**src/rtl/iir_sos_tdm.sv**
```systemverilog
// Time-multiplexed cascade of Direct Form II biquads: one multiplier and one
// accumulator are stepped over NUM_SOS sections, five multiply phases each.
module iir_sos_tdm #(
  parameter int DATA_W  = 24,
  parameter int COEF_W  = 24,
  parameter int FRAC    = 22,
  parameter int NUM_SOS = 4,
  parameter int SEC_W   = (NUM_SOS > 1) ? $clog2(NUM_SOS) : 1
) (
  input  logic               clk,
  input  logic               rst_n,
  input  logic [DATA_W-1:0]  in_data,
  input  logic               in_valid,
  output logic               in_ready,
  output logic [DATA_W-1:0]  out_data,
  output logic               out_valid,
  input  logic [NUM_SOS-1:0] sos_bypass,
  input  logic               coef_we,
  input  logic [SEC_W+2:0]   coef_addr,
  input  logic [COEF_W-1:0]  coef_wdata,
  input  logic               state_clr,
  input  logic [SEC_W-1:0]   trace_sel,
  output logic [DATA_W-1:0]  trace_w1,
  output logic [DATA_W-1:0]  trace_w2,
  output logic [DATA_W-1:0]  trace_y
);
  localparam int PROD_W = DATA_W + COEF_W;
  localparam int ACC_W  = PROD_W + 4;
  localparam int SL_B0  = 0;
  localparam int SL_B1  = 1;
  localparam int SL_B2  = 2;
  localparam int SL_A1  = 3;
  localparam int SL_A2  = 4;
  localparam logic signed [ACC_W-1:0] RND_HALF = ACC_W'(1'b1) << (FRAC - 1);
  localparam logic signed [ACC_W-1:0] SAT_MAX  = (ACC_W'(1'b1) << (DATA_W - 1)) - ACC_W'(1'b1);
  localparam logic signed [ACC_W-1:0] SAT_MIN  = ~SAT_MAX;
  localparam logic [COEF_W-1:0]       COEF_ONE = COEF_W'(1'b1) << FRAC;

  function automatic logic [DATA_W-1:0] sat_rnd(input logic signed [ACC_W-1:0] v);
    logic signed [ACC_W-1:0] r;
    r = (v + RND_HALF) >>> FRAC;
    if (r > SAT_MAX) begin
      sat_rnd = SAT_MAX[DATA_W-1:0];
    end else if (r < SAT_MIN) begin
      sat_rnd = SAT_MIN[DATA_W-1:0];
    end else begin
      sat_rnd = r[DATA_W-1:0];
    end
  endfunction

  typedef enum logic {S_IDLE = 1'b0, S_RUN = 1'b1} state_e;

  state_e                   state_q, state_d;
  logic [SEC_W-1:0]         sec_q, sec_d;
  logic [2:0]               phase_q, phase_d;
  logic signed [DATA_W-1:0] x_q, x_d, w0_q, w0_d;
  logic signed [ACC_W-1:0]  acc_q, acc_d;
  logic [DATA_W-1:0]        out_data_q, out_data_d;
  logic                     out_valid_q, out_valid_d;
  logic signed [DATA_W-1:0] w1_q [NUM_SOS];
  logic signed [DATA_W-1:0] w1_d [NUM_SOS];
  logic signed [DATA_W-1:0] w2_q [NUM_SOS];
  logic signed [DATA_W-1:0] w2_d [NUM_SOS];
  logic signed [DATA_W-1:0] ty_q [NUM_SOS];
  logic signed [DATA_W-1:0] ty_d [NUM_SOS];
  logic signed [COEF_W-1:0] coef_q [NUM_SOS][5];
  logic signed [COEF_W-1:0] coef_d [NUM_SOS][5];

  logic                     last_s, accept_s, coef_ok_s, byp_s, trace_ok_s;
  logic [SEC_W-1:0]         wsec_s;
  logic [2:0]               wslot_s;
  logic signed [COEF_W-1:0] mul_c_s;
  logic signed [DATA_W-1:0] mul_d_s, y_s;
  logic signed [PROD_W-1:0] prod_s;
  logic signed [ACC_W-1:0]  prod_ext_s, x_ext_s, acc_sub_s, acc_add_s;

  assign last_s    = (phase_q == 3'd4) && (sec_q == SEC_W'(NUM_SOS - 1));
  assign accept_s  = in_valid && in_ready && !state_clr;
  assign coef_ok_s = coef_we && in_ready && !state_clr;
  assign wsec_s    = coef_addr[SEC_W+2:3];
  assign wslot_s   = coef_addr[2:0];
  assign byp_s     = sos_bypass[sec_q];

  assign prod_s     = $signed({{DATA_W{mul_c_s[COEF_W-1]}}, mul_c_s})
                    * $signed({{COEF_W{mul_d_s[DATA_W-1]}}, mul_d_s});
  assign prod_ext_s = $signed({{(ACC_W-PROD_W){prod_s[PROD_W-1]}}, prod_s});
  assign x_ext_s    = $signed({{(ACC_W-DATA_W-FRAC){x_q[DATA_W-1]}}, x_q, {FRAC{1'b0}}});
  assign acc_sub_s  = acc_q - prod_ext_s;
  assign acc_add_s  = acc_q + prod_ext_s;
  assign y_s        = byp_s ? x_q : sat_rnd(acc_add_s);

  // State register of the sequencing FSM.
  always_ff @(posedge clk) begin
    if (!rst_n) begin
      state_q <= S_IDLE;
    end else begin
      state_q <= state_d;
    end
  end

  // Next-state logic: clear aborts a run, the last P4 returns to idle.
  always_comb begin
    state_d = state_q;
    case (state_q)
      S_IDLE:  state_d = accept_s ? S_RUN : S_IDLE;
      S_RUN:   state_d = (last_s || state_clr) ? S_IDLE : S_RUN;
      default: state_d = S_IDLE;
    endcase
  end

  // FSM output: the engine accepts only while idle.
  always_comb begin
    in_ready = (state_q == S_IDLE);
  end

  // Shared multiplier operand selection per phase of the current section.
  always_comb begin
    mul_c_s = {COEF_W{1'b0}};
    mul_d_s = {DATA_W{1'b0}};
    case (phase_q)
      3'd0:    begin mul_c_s = coef_q[sec_q][SL_A1]; mul_d_s = w1_q[sec_q]; end
      3'd1:    begin mul_c_s = coef_q[sec_q][SL_A2]; mul_d_s = w2_q[sec_q]; end
      3'd2:    begin mul_c_s = coef_q[sec_q][SL_B0]; mul_d_s = w0_q;        end
      3'd3:    begin mul_c_s = coef_q[sec_q][SL_B1]; mul_d_s = w1_q[sec_q]; end
      3'd4:    begin mul_c_s = coef_q[sec_q][SL_B2]; mul_d_s = w2_q[sec_q]; end
      default: begin mul_c_s = {COEF_W{1'b0}};        mul_d_s = {DATA_W{1'b0}}; end
    endcase
  end

  // Datapath next state: accumulate, section hand-off, clear and coefficient writes.
  always_comb begin
    x_d = x_q; w0_d = w0_q; acc_d = acc_q; sec_d = sec_q; phase_d = phase_q;
    out_data_d = out_data_q; out_valid_d = 1'b0;
    w1_d = w1_q; w2_d = w2_q; ty_d = ty_q;
    if (state_clr) begin
      for (int s = 0; s < NUM_SOS; s++) begin
        w1_d[s] = {DATA_W{1'b0}};
        w2_d[s] = {DATA_W{1'b0}};
        ty_d[s] = {DATA_W{1'b0}};
      end
      sec_d   = {SEC_W{1'b0}};
      phase_d = 3'd0;
    end else if (accept_s) begin
      x_d     = in_data;
      sec_d   = {SEC_W{1'b0}};
      phase_d = 3'd0;
    end else if (state_q == S_RUN) begin
      case (phase_q)
        3'd0: begin acc_d = x_ext_s - prod_ext_s; phase_d = 3'd1; end
        3'd1: begin acc_d = acc_sub_s; w0_d = sat_rnd(acc_sub_s); phase_d = 3'd2; end
        3'd2: begin acc_d = prod_ext_s; phase_d = 3'd3; end
        3'd3: begin acc_d = acc_add_s;  phase_d = 3'd4; end
        3'd4: begin
          // A bypassed section forwards x and keeps its delay line frozen.
          ty_d[sec_q] = y_s;
          w1_d[sec_q] = byp_s ? w1_q[sec_q] : w0_q;
          w2_d[sec_q] = byp_s ? w2_q[sec_q] : w1_q[sec_q];
          x_d         = y_s;
          phase_d     = 3'd0;
          if (last_s) begin
            out_data_d  = y_s;
            out_valid_d = 1'b1;
            sec_d       = {SEC_W{1'b0}};
          end else begin
            sec_d = sec_q + SEC_W'(1'b1);
          end
        end
        default: phase_d = 3'd0;
      endcase
    end else begin
      x_d = x_q;
    end
    for (int s = 0; s < NUM_SOS; s++) begin
      for (int k = 0; k < 5; k++) begin
        coef_d[s][k] = (coef_ok_s && (wsec_s == SEC_W'(s)) && (wslot_s == 3'(k)))
                       ? coef_wdata : coef_q[s][k];
      end
    end
  end

  // Datapath registers; reset loads the identity coefficient set.
  always_ff @(posedge clk) begin
    if (!rst_n) begin
      x_q         <= {DATA_W{1'b0}};
      w0_q        <= {DATA_W{1'b0}};
      acc_q       <= {ACC_W{1'b0}};
      sec_q       <= {SEC_W{1'b0}};
      phase_q     <= 3'd0;
      out_data_q  <= {DATA_W{1'b0}};
      out_valid_q <= 1'b0;
      for (int s = 0; s < NUM_SOS; s++) begin
        w1_q[s] <= {DATA_W{1'b0}};
        w2_q[s] <= {DATA_W{1'b0}};
        ty_q[s] <= {DATA_W{1'b0}};
        coef_q[s][SL_B0] <= COEF_ONE;
        for (int k = 1; k < 5; k++) begin
          coef_q[s][k] <= {COEF_W{1'b0}};
        end
      end
    end else begin
      x_q         <= x_d;
      w0_q        <= w0_d;
      acc_q       <= acc_d;
      sec_q       <= sec_d;
      phase_q     <= phase_d;
      out_data_q  <= out_data_d;
      out_valid_q <= out_valid_d;
      w1_q        <= w1_d;
      w2_q        <= w2_d;
      ty_q        <= ty_d;
      coef_q      <= coef_d;
    end
  end

  assign out_data   = out_data_q;
  assign out_valid  = out_valid_q;
  assign trace_ok_s = ({1'b0, trace_sel} < (SEC_W + 1)'(NUM_SOS));
  assign trace_w1   = trace_ok_s ? w1_q[trace_sel] : {DATA_W{1'b0}};
  assign trace_w2   = trace_ok_s ? w2_q[trace_sel] : {DATA_W{1'b0}};
  assign trace_y    = trace_ok_s ? ty_q[trace_sel] : {DATA_W{1'b0}};

endmodule
```
**config.mk**
```make
export PLATFORM = sky130hd
export DESIGN_NAME = iir_sos_tdm
export DESIGN_NICKNAME = d
export VERILOG_FILES = /design/src/rtl/iir_sos_tdm.sv
export SDC_FILE = /design/constraint.sdc
export NUM_CORES = 2
export LEC_CHECK = 0
export CAP_MARGIN = 20
export CORE_ASPECT_RATIO = 0.6
export CORE_UTILIZATION = 45
export DETAILED_ROUTE_END_ITERATION = 10
export PLACE_DENSITY = 0.59
export SLEW_MARGIN = 10
export SYNTH_ARGS = -nofsm -noshare
export SYNTH_HDL_FRONTEND = slang
export SYNTH_SLANG_ARGS = --single-unit
```
**constraint.sdc**
```tcl
create_clock -name clk -period 14.75 [get_ports clk]
set_input_delay 2.2125 -clock clk [delete_from_list [all_inputs] [get_ports clk]]
set_output_delay 2.2125 -clock clk [all_outputs]
set_load 0.01 [all_outputs]
```
After elaboration in Yosys (flattened, before gate mapping)
Cells that the tools add are included.

$lt $le $gt $ge: 8. Multipliers: 1. $add $sub $neg: 6. Eq/ne operators: 12. Multiplexer cells: 44. Bitwise gates (word level): 7. Reduce and logical (&&, ||, !) cells: 49.

Operator list (number): two-way mux 24 bit (21); bitwise mux 96 bit (3); binary-select mux 120 bit (select 2 bit) (1); binary-select mux 24 bit (select 2 bit) (5); two-way mux 120 bit (2); case mux 52 bit (4 select lines) (1); case mux 24 bit (5 select lines) (1); adder 52 x 23 -> 52 bit, second input constant (2); case mux 24 bit (3 select lines) (1); greater-than comparator 30 x 24 -> 1 bit, second input constant (2); less-than comparator 30 x 24 -> 1 bit, second input constant (2); adder 52 x 48 -> 52 bit (1); subtractor 52 x 48 -> 52 bit (1); subtractor 46 x 48 -> 49 bit (1); demux 24 bit (select 2 bit) (1); multiplier 24 x 24 -> 48 bit (1); logical AND 1 bit (30); == test 3 x 2 -> 1 bit, second input constant (4); case mux 3 bit (4 select lines) (1); AND reduction 4 bit (2); == test 2 bit, second input constant (3); == test 3 x 1 -> 1 bit, second input constant (2); == test 3 bit, second input constant (2); greater-or-equal comparator 3 bit, second input constant (2); 22 further kinds (35).

Bits in registers: 899. Input port bits: 64. Word-level logic and storage cells: 167. Output and inout port bits: 98.

Logic depth before layout (Yosys ltp)
Depth after elaboration: 15. Gate-level depth with buffers: 59. Depth with buffers taken out: 50.

Worst setup path before layout
Ideal clock, no wire load.

Kind: register to register. Start point: register sec_q[0]. End point: register w0_q[6]. Period minus slack after synthesis: 13.288 ns. Path slack: 1.462 ns. Setup time: 0.119 ns. Arrival: 13.170 ns. Path buffers: 10. Required time: 14.631 ns. Cell stages (with the launch flop): 55. Cell sequence: dfxtp_1 buf_2 buf_2 buf_2 buf_1 buf_1 clkbuf_1 mux4_2 nand2_1 o21ai_0 a21oi_1 a21oi_1 clkbuf_1 clkbuf_1 nand2_1 fa_1 inv_1 fa_1 [... 19 more ...] ha_1 clkbuf_1 inv_1 a21oi_1 o31ai_1 a221o_1 a21oi_1 nand3_1 nand4_1 nand2_1 nor4_1 nand3_1 nor3b_1 xnor2_1 a21boi_2 buf_2 nor3_1 o221a_1.

Cells in the longest elaborated chain, start to end: 11. Elaborated cells on any way between the ends: 19.

RTL lines: start, declared (RTL line 54) `logic [SEC_W-1:0] sec_q, sec_d;`; start signal, assigned (RTL line 187) `sec_q <= {SEC_W{1'b0}};`; inverter 2 -> 3 bit (implied by the code) (*); binary-select mux 120 bit (select 2 bit) (tied with other cells); two-way mux 120 bit (implied by the code) (tied with other cells) (2 in a row) (RTL line 125) `3'd4: begin mul_c_s = coef_q[sec_q][SL_B2]; mul_d_s = w2_q[sec_q]; end`; case mux 24 bit (5 select lines) / case mux 24 bit (3 select lines) (equally long branches) (RTL line 120) `case (phase_q)`; multiplier 24 x 24 -> 48 bit (*) (RTL line 85) `* $signed({{COEF_W{mul_d_s[DATA_W-1]}}, mul_d_s});`; subtractor 52 x 48 -> 52 bit (*) (RTL line 88) `assign acc_sub_s = acc_q - prod_ext_s;`; adder 52 x 23 -> 52 bit (*) (RTL line 41) `r = (v + RND_HALF) >>> FRAC;`; less-than comparator 30 x 24 -> 1 bit (RTL line 44) `end else if (r < SAT_MIN) begin`; two-way mux 24 bit (RTL line 44); two-way mux 24 bit (*) (RTL line 42) `if (r > SAT_MAX) begin`; end signal, assigned (RTL line 185) `w0_q <= {DATA_W{1'b0}};`; end signal, assigned (RTL line 202) `w0_q <= w0_d;`; end, declared (RTL line 56) `logic signed [DATA_W-1:0] x_q, x_d, w0_q, w0_d;`.

Every way passes the cells marked *; elsewhere a longest branch is shown, timed or not. The select of a mux whose other input is x is not followed. A chain may end at the register's enable or synchronous reset.

Final worst setup path
Start point: register phase_q[1]. End point: register w0_q[4].

Cells in the longest elaborated chain, start to end: 9. Elaborated cells on any way between the ends: 17.

RTL lines: start, declared (RTL line 55) `logic [2:0] phase_q, phase_d;`; start signal, assigned (RTL line 205) `phase_q <= phase_d;`; == test 3 bit (tied with other cells) (RTL line 120); OR reduction 2 bit (no line); case mux 24 bit (3 select lines) (RTL line 120); multiplier 24 x 24 -> 48 bit (RTL line 85); subtractor 52 x 48 -> 52 bit (RTL line 88); adder 52 x 23 -> 52 bit (RTL line 41); less-than comparator 30 x 24 -> 1 bit (RTL line 44); two-way mux 24 bit (RTL line 44); two-way mux 24 bit (RTL line 42).

Parallel ways exist; a longest one is shown, timed or not.

==> flow_metrics.py <==
metrics = {
    "worst_setup_path": {
        "cp.required_ns": 15.35,
        "crit_fanout": 38,
        "cp_num_buf_inv": 13,
        "critical-path-slowest-cell": "a311oi_1",
        "worstSetupStartpointType": "flip-flop",
        "crit_family": "compound AO/OA/AOI/OAI gates",
        "rrSetupSlack_ns": 0.60,
        "cp_common_cell": "fa_1",
        "worst_setup_path_end_kind": "flip-flop",
        "critical_path_arrival_ns": 14.76,
        "critPathMaxStageDelay_ns": 0.79,
        "crit_type": "reg2reg",
    },
    "yosys": {
        "synth_commonest_cells": "1,640 x nand2_1, 899 x dfxtp_1, 791 x inv_1",
        "ys.flop_type": "dfxtp_1",
        "synth.top_cell.area_share": 0.245,
        "yosysMostFrequentCell": "nand2_1",
        "ys_ff_latch": 899,
        "synth_top_area_cell": "dfxtp_1",
        "syn_inst": 8735,
        "synth_area_leaders": "dfxtp_1 24%, fa_1 17%, nand2_1 8.4%",
        "avgSynthCellArea_um2": 8.41,
        "yosysUniqueCellTypes": 108,
        "yosysWarnings": 0,
        "async_flop_share": 0,
        "synth_edf_count": 0,
        "synth.yosys.seq_area_share": 0.245,
        "syn_nets": 9682,
        "netlist_area_mm2": 0.0735,
    },
    "route": {
        "drtPass1Iterations": 8,
        "wl_per_cell_um": 25.2,
        "vias": 65900,
        "vias_per_cell": 5.97,
        "drt_iter0_drc": 7572,
        "route.detailed.drc": 0,
        "drtAntennaViolNets": 0,
        "drt-total-wl_mm": 278,
    },
    "timing": {
        "rsz0062_at_grt": "false",
        "max_slew_margin": 0.183,
        "slew_violations": 0,
        "setup_violations": 0,
        "clock.fmax_ghz": 0.0706,
        "worst_pin_slew_ns": 1.23,
        "tns_ns": 0,
        "hold_ws_ns": 0.459,
        "hold_viol": 0,
        "fin_ws_ns": 0.595,
        "min_period_ns": 14.15,
        "fin_skew_ns": 0.0732,
        "fin_crit_sh": 0.960,
    },
    "die": {
        "core_area_mm2": 0.162,
        "die_area_mm2": 0.165,
        "initial_core_util": 0.455,
        "die_h_um": 315,
        "dieWidth_um": 524,
        "boundaryPins": 162,
        "fp-row-count": 114,
    },
    "global_route": {
        "grt_max_degree": 200,
        "gr-total-overflow": 0,
        "grt_pass1_vias": 63100,
        "antenna_found_initial": 4,
        "track_usage": 0.335,
        "grt_pass1_wl_mm": 415,
    },
    "layout": {
        "fillers": 15100,
        "fin_nets": 9755,
        "layout-drive-gt1-share": 0.114,
        "syn_to_final_growth_pct": 12.6,
    },
    "flow_run": {
        "drv_cap": 0,
    },
    "power": {
        "power.static_leakage_nw": 31.9,
        "peakVddDrop_mv": 0.0881,
        "power_density_mw_per_mm2": 75.5,
    },
    "cts": {
        "clk_latency_ns": 0.76,
        "root_buffer": "clkbuf_16",
        "numCtsBuffers": 91,
        "cts-htree-levels": 3,
        "clk_pin_slew_ns": 0.07,
        "cts_tree": "done",
        "cts.sinks": 899,
        "max-clock-path-buffers": 3,
    },
    "placed_design": {
        "place_congestion": 1.03,
        "hpwl_mm": 206,
        "dpl_worst_slack_ns": 0.539,
        "port_buffers": 161,
    },
    "outcome": {
        "status": "finished, final reports clean",
    },
    "worst_hold_path": {
        "hold_class": "reg2reg",
    },
}
## repair_timing
item | 4_1_cts | 5_1_grt
gates resized for setup | 0 | 7
hold buffers | 0 | 0
setup endpoints to repair | 0 | 168
buffers inserted | 0 | 15
## kinds of logic after synthesis
logic type / after synthesis / share of synthesized area
AND/OR/NAND/NOR: 3144 / 0.187
adder cells (fa/ha/maj): 883 / 0.213
AO/OA/AOI/OAI: 1872 / 0.178
flip-flops: 899 / 0.245
multiplexers: 351 / 0.0832
buffers and inverters: 1412 / 0.0734
XOR/XNOR: 174 / 0.0210
## placed cells by master, fill, tap and decap left out, types with 123 or more instances in the layout
master,count
clkdlybuf4s50_1,157
dfxtp_1,894
a21oi_1,271
nor2_1,667
nand2_1,1636
buf_4,400
mux4_2,206
ha_1,274
fa_1,609
a211oi_1,235
a21boi_0,489
o21ai_0,243
nor2b_1,203
xnor2_1,123
nor3_1,164
inv_1,791
mux2i_1,133
## worst min-delay path, cell delays in order (launching register included)
cell and delay [ns]:
dfxtp_1 0.31, nand2_1 0.04, a21boi_0 0.06
## sequential cells by signal, indices dropped and copies added (netlist names)
| register | flops |
|---|---|
| state_q | 1 |
| out_data | 24 |
| ty_q | 96 |
| acc_q | 52 |
| w2_q | 96 |
| phase_q | 3 |
| coef_q | 480 |
| sec_q | 2 |
| x_q | 24 |
| w0_q | 24 |
| w1_q | 96 |
| out_valid | 1 |
## layout make-up
class                           instances  area (um^2)  share of cell area
Inverter                              794         2980              0.0360
Timing Repair Buffer                  598         5310              0.0642
Clock buffer                          131         2610              0.0315
Sequential cell                       899        18000               0.218
Antenna cell                            4         10.0            0.000121
Multi-Input combinational cell       6424        50600               0.612
Clock inverter                         38          517             0.00625
Tap cell                             2146         2690              0.0325
## power by group
part	internal (mW)	switching (mW)	total, mW	leakage, nW
combinational	0.481	0.825	1.31	23.1
clock	1.36	1.13	2.49	1.52
sequential	2.44	0.0175	2.46	7.25
## stage by stage
step | util | cells | area, um^2 | power [mW]
CTS | 0.510 | 11000 | 82400 | 6.22
floorplan | - | 8735 | 73500 | 3.21
global route | 0.512 | 11000 | 82700 | 6.43
finish | 0.512 | 11000 | 82700 | 6.25
global placement | 0.490 | 10800 | 79200 | 3.76
detailed placement | 0.490 | 10800 | 79300 | 3.76
## final timing paths
path / from / endpoint / cells past startpoint
worst max-delay path: phase_q[1] / w0_q[4] / 54
worst min-delay path: coef_q[88] / coef_q[88] / 2
worst max register to register: phase_q[1] / w0_q[4] / 54
worst min register to register: coef_q[88] / coef_q[88] / 2
## metal layers
metal  share of wire  track usage  wire (um)  up-vias
li1                -            -          -    29500
met1            0.47        0.518     130000    32900
met2            0.39        0.449     108000     3247
met3            0.13        0.107      35700      268
met4           0.016       0.0575       4490        2
met5        0.000047            0         13        -
No activity file was read; power rests on OpenSTA's default activity.
